[src/rtl/elastic_rr_arbiter.sv]
// Round-robin arbiter sharing one registered elastic output slot among
// NEIGHBOR_PE_NUM valid/stop producers; 1 word/cycle, 1-cycle latency.
module elastic_rr_arbiter #(
  parameter int unsigned DATA_WIDTH                 = 32,
  parameter int unsigned NEIGHBOR_PE_NUM            = 4,
  parameter int unsigned NEIGHBOR_PE_NUM_BIT_LENGTH = 2
) (
  input  logic                                  clk,
  input  logic                                  reset,
  input  logic [DATA_WIDTH-1:0]                 data_input [NEIGHBOR_PE_NUM],
  input  logic [NEIGHBOR_PE_NUM-1:0]            valid_input,
  output logic [NEIGHBOR_PE_NUM-1:0]            stop_input,
  input  logic [NEIGHBOR_PE_NUM-1:0]            input_enable,
  output logic [DATA_WIDTH-1:0]                 data_output,
  output logic                                  valid_output,
  input  logic                                  stop_output,
  output logic [NEIGHBOR_PE_NUM_BIT_LENGTH-1:0] grant_index
);

  localparam logic [NEIGHBOR_PE_NUM_BIT_LENGTH-1:0] LAST_INDEX =
    NEIGHBOR_PE_NUM_BIT_LENGTH'(NEIGHBOR_PE_NUM - 1);

  logic [NEIGHBOR_PE_NUM_BIT_LENGTH-1:0] ptr;
  logic [NEIGHBOR_PE_NUM_BIT_LENGTH-1:0] sel;
  logic [NEIGHBOR_PE_NUM_BIT_LENGTH-1:0] idx;
  logic [NEIGHBOR_PE_NUM-1:0]            eligible;
  logic                                  any_eligible;
  logic                                  can_load;
  logic                                  load;

  assign eligible = valid_input & input_enable;
  assign can_load = !valid_output || !stop_output;
  assign load     = can_load && any_eligible;

  // Search ptr+1 .. ptr with explicit modulo-N wrap, so non-power-of-2 N works.
  always_comb begin
    sel          = ptr;
    any_eligible = 1'b0;
    idx          = ptr;
    for (int unsigned k = 0; k < NEIGHBOR_PE_NUM; k++) begin
      idx = (idx == LAST_INDEX) ? '0 : idx + 1'b1;
      if (eligible[idx] && !any_eligible) begin
        sel          = idx;
        any_eligible = 1'b1;
      end
    end
  end

  always_comb begin
    stop_input = '1;
    if (load) stop_input[sel] = 1'b0;
  end

  always_ff @(posedge clk or posedge reset) begin
    if (reset) begin
      data_output  <= '0;
      valid_output <= 1'b0;
      grant_index  <= '0;
      ptr          <= LAST_INDEX;
    end else if (load) begin
      data_output  <= data_input[sel];
      valid_output <= 1'b1;
      grant_index  <= sel;
      ptr          <= sel;
    end else if (!stop_output) begin
      valid_output <= 1'b0;
    end
  end

endmodule

[config.mk]
export PLATFORM = sky130hd
export DESIGN_NAME = elastic_rr_arbiter
export DESIGN_NICKNAME = d
export VERILOG_FILES = /design/src/rtl/elastic_rr_arbiter.sv
export SDC_FILE = /design/constraint.sdc
export NUM_CORES = 1
export LEC_CHECK = 0
export CORE_ASPECT_RATIO = 1.2
export CORE_MARGIN = 4
export CORE_UTILIZATION = 25
export DETAILED_ROUTE_END_ITERATION = 10
export PLACE_DENSITY = 0.65
export SLEW_MARGIN = 20
export SYNTH_ARGS = -nofsm -noshare
export SYNTH_HDL_FRONTEND = slang
export SYNTH_SLANG_ARGS = --single-unit
[constraint.sdc]
create_clock -name clk -period 7.8 [get_ports clk]
set_clock_uncertainty 0.15 [all_clocks]
set_input_delay 1.17 -clock clk [delete_from_list [all_inputs] [get_ports clk]]
set_output_delay 1.17 -clock clk [all_outputs]
set_load 0.005 [all_outputs]
==> summary.md <==
| Metric | Value |
|---|---|
| Status | finished clean |
| TritonCTS clock tree | built |
| Share of the synthesized area in the top cell type | 0.249 |
| Final Util | 0.401 |
| Grt total ovfl | 0 |
| Row count | between 40 and 50 |
| Sequential area share after synthesis | 0.264 |
| Number of synthesized flops with an enable pin | 0 |
| Worst reg2reg path depth | 8 |
| CTS H-Tree Depth | 2 |
| Count leader, synth | mux2i_1 |
| Critical Path Start Type | flip-flop |
| FF-to-FF Start | ptr[0] |
| Die H | 138 microns |
| Setup-failing EPs final | 0 |
| Remaining routing DRC violations | 0 |
| Max Slew Vio Count | 0 |
| Final hold viol count | 0 |
| Max Fclk | 167 MHz |
| Post-Layout Cell Count | 722 |
| Synth Instances | 396 |
| Post-synth cell types | 54 |
| Total number of vias | approximately 3900 |
| Placer Congestion | 0.829 |
| Slew at the pin closest to its max-slew limit | 0.998 ns |
| Placed Cells | 715 |
| Synth warn | 0 |
| Hpwl dp | 10600 microns |
| Die Wd | 116 microns |
| Vias/cell | 5.38 |
| Initial antenna violation count | 0 |
| Clock Latency Late Sink | 0.28 ns |
| Setup Buffers After CTS | 0 |
| Setup CP Type | reg -> out |
| Post-CTS Resized | 0 |
| Mapped Area | 3510 sq um |
| Async SR Flop Fraction | 1.00 |
| Total wire length | approximately 14000 microns |
| Relative slew margins | 0.317 |
| CTS Root Cell | clkbuf_16 |
| Clock slew at reported path FFs | roughly 0.06 ns |
| Syn_area_per_cell | 8.87 sq um |
| Worst EP arrival | 4.67 ns |
| WL/cell | between 15 and 20 microns |
| Crit path cell chain | ha_1 -> nor2_2 -> a22oi_2 -> a21boi_4 -> or3_1 -> nand2_1 -> clkdlybuf4s50_1 |
| HP Class | reg -> reg |
| Reg2reg end | data_output[22] |
| Final net count | 691 |
| Core ar. | approximately 14000 sq um |
| First-pass GRT wire length | 21200 microns |
| Post-CTS Hold Buffers | 0 |
| Leakage | roughly 2.0 nW |
| Max Cap Violations | 0 |
| Clk sinks | 37 |
| Dominant cell type by area after synthesis | dfrtp_1 |
| Setup crit end kind | output port |
| Largest net degree at the start of global routing | 38 |
| Syn Nets | ~540 |
| Hold path startpoint | grant_index[1] |
| Min cycle time layout | 5.99 ns |
| Port bufs | 177 |
| Timing startpoint of the critical path | ptr[0] |
| Commonest cells post-synth | mux2i_1, nand2_1, nor2_1 |
| Antenna cells | 0 |
| Layout cells sized above 1 | 0.122 |
| Largest cells by area after synthesis | dfrtp_1, mux2i_1, a211oi_1 |
| Final Total Pwr | a little under 2 mW |
| TNS Setup | 0 ns |
| Die area | about 16000 sq um |
| Most used flip-flop cell after synthesis | dfrtp_1 |
| TritonCTS Buffers | 5 |
| Top cell family by delay on the critical path | simple AND/OR/NAND/NOR gates |
| Max incr delay on CP | ~0.86 ns |
| Number of global-route vias before repair | 4037 |
| DRT Pass-1 Iters | 5 |
| Fin crit share | 0.768 |
| Starting DRT DRC Count | 223 |
| WP data required | 6.48 ns |
| Fillers | between 1000 and 1500 |
| RSZ-0062 raised after global routing | no |
| CP endpoint | stop_input[1] |
| Initial Utilization | 0.255 |
| Clock buffer depth | 2 |
| CP Depth | 7 |
| PD cells | 354 nW/um^2 |
| R2r setup slk | 2.93 ns |
| Routed Antenna Nets | 0 |
| Peak VDD IR | between 150 and 200 uV |
| Register bit total from synthesis | 37 |
| Io pins | 178 |
| Tot GR Track Use | 0.170 |
| Crit Path Max Fanout | 28 |
| Worst Path Buf+Inv | 1 |
| Slowest CP cell | dfstp_2 |
| Final hold slack | 0.377 ns |
| P&R area growth vs syn | 57.0% |
per-layer routing:
layer  GRT usage  share of wire  vias to the layer above
met5           0              0                        -
met4      0.0535          0.025                        0
met3      0.0492          0.083                       25
met2       0.295           0.50                      190
met1       0.202           0.40                     1840
li1            -              -                     1830
report_power, final:
group,switching (mW),internal (mW)
combinational,0.728,0.648
sequential,0.0754,0.294
clock,0.0804,0.126
total,0.884,1.07
cell families after synthesis:
kind of cell | after synthesis | share of synthesized area
simple gates | 142 | 0.209
mux | 65 | 0.202
fa+ha+maj | 1 | 0.00356
flops | 37 | 0.264
compound gates | 115 | 0.263
buf+inv | 36 | 0.0570
stage by stage:
stage / cell area (sq um) / worst slack, ns
finish: 5510 / 1.81
global route: 5510 / 1.46
CTS: 5510 / 1.84
detailed placement: 5370 / 2.12
global placement: 5370 / 2.13
floorplan: 3510 / 3.76
cell usage in the layout, fill, tap and decap left out, drive strengths merged, types with 2 or more instances in the layout:
| master | n |
|---|---|
| nand4 | 3 |
| a32oi | 2 |
| nor3 | 5 |
| nand3 | 16 |
| buf | 6 |
| and4bb | 2 |
| and2 | 2 |
| clkdlybuf4s50 | 177 |
| nor2 | 42 |
| nand2 | 43 |
| a22oi | 2 |
| clkbuf | 7 |
| a21oi | 18 |
| a21boi | 2 |
| dfrtp | 35 |
| mux2i | 50 |
| mux2 | 15 |
| nor4b | 17 |
| a211oi | 50 |
| nor2b | 3 |
| o21ai | 17 |
| a2111oi | 14 |
| dfstp | 2 |
| nor4 | 3 |
| a2bb2oi | 2 |
| a22o | 2 |
state kept, by name, summed over array words and instances, names as in the netlist:
| name | cells |
|---|---|
| data_output | 32 |
| valid_output | 1 |
| grant_index | 2 |
| ptr | 2 |
cell type report:
| type | count | area [sq um] | area share |
|---|---|---|---|
| flip-flops and latches | 37 | 928 | 0.168 |
| clock buffers | 7 | 143 | 0.0259 |
| well taps | 171 | 214 | 0.0388 |
| multi-input cells | 323 | 2410 | 0.437 |
| repair buffers | 183 | 1820 | 0.330 |
| inverters | 1 | 3.75 | 0.000681 |
worst min-delay path by stage:
stage                     cells past startpoint  slack, ns             end
after floorplan                               2       0.33    valid_output
after global placement                        2       0.34  grant_index[1]
after detailed placement                      2       0.37  grant_index[1]
after CTS                                     2       0.38  grant_index[1]
final                                         2       0.38  grant_index[1]
after global routing                          2       0.41  grant_index[1]
worst register-to-register path, delay by kind of cell (launching register included):
kind	cells	cell delay (ns)
adder cells (fa/ha/maj)	1	0.83
flip-flops	1	0.86
AO/OA/AOI/OAI	5	1.76
AND/OR/NAND/NOR	2	1.10
No activity file was read; power rests on OpenSTA's default activity.
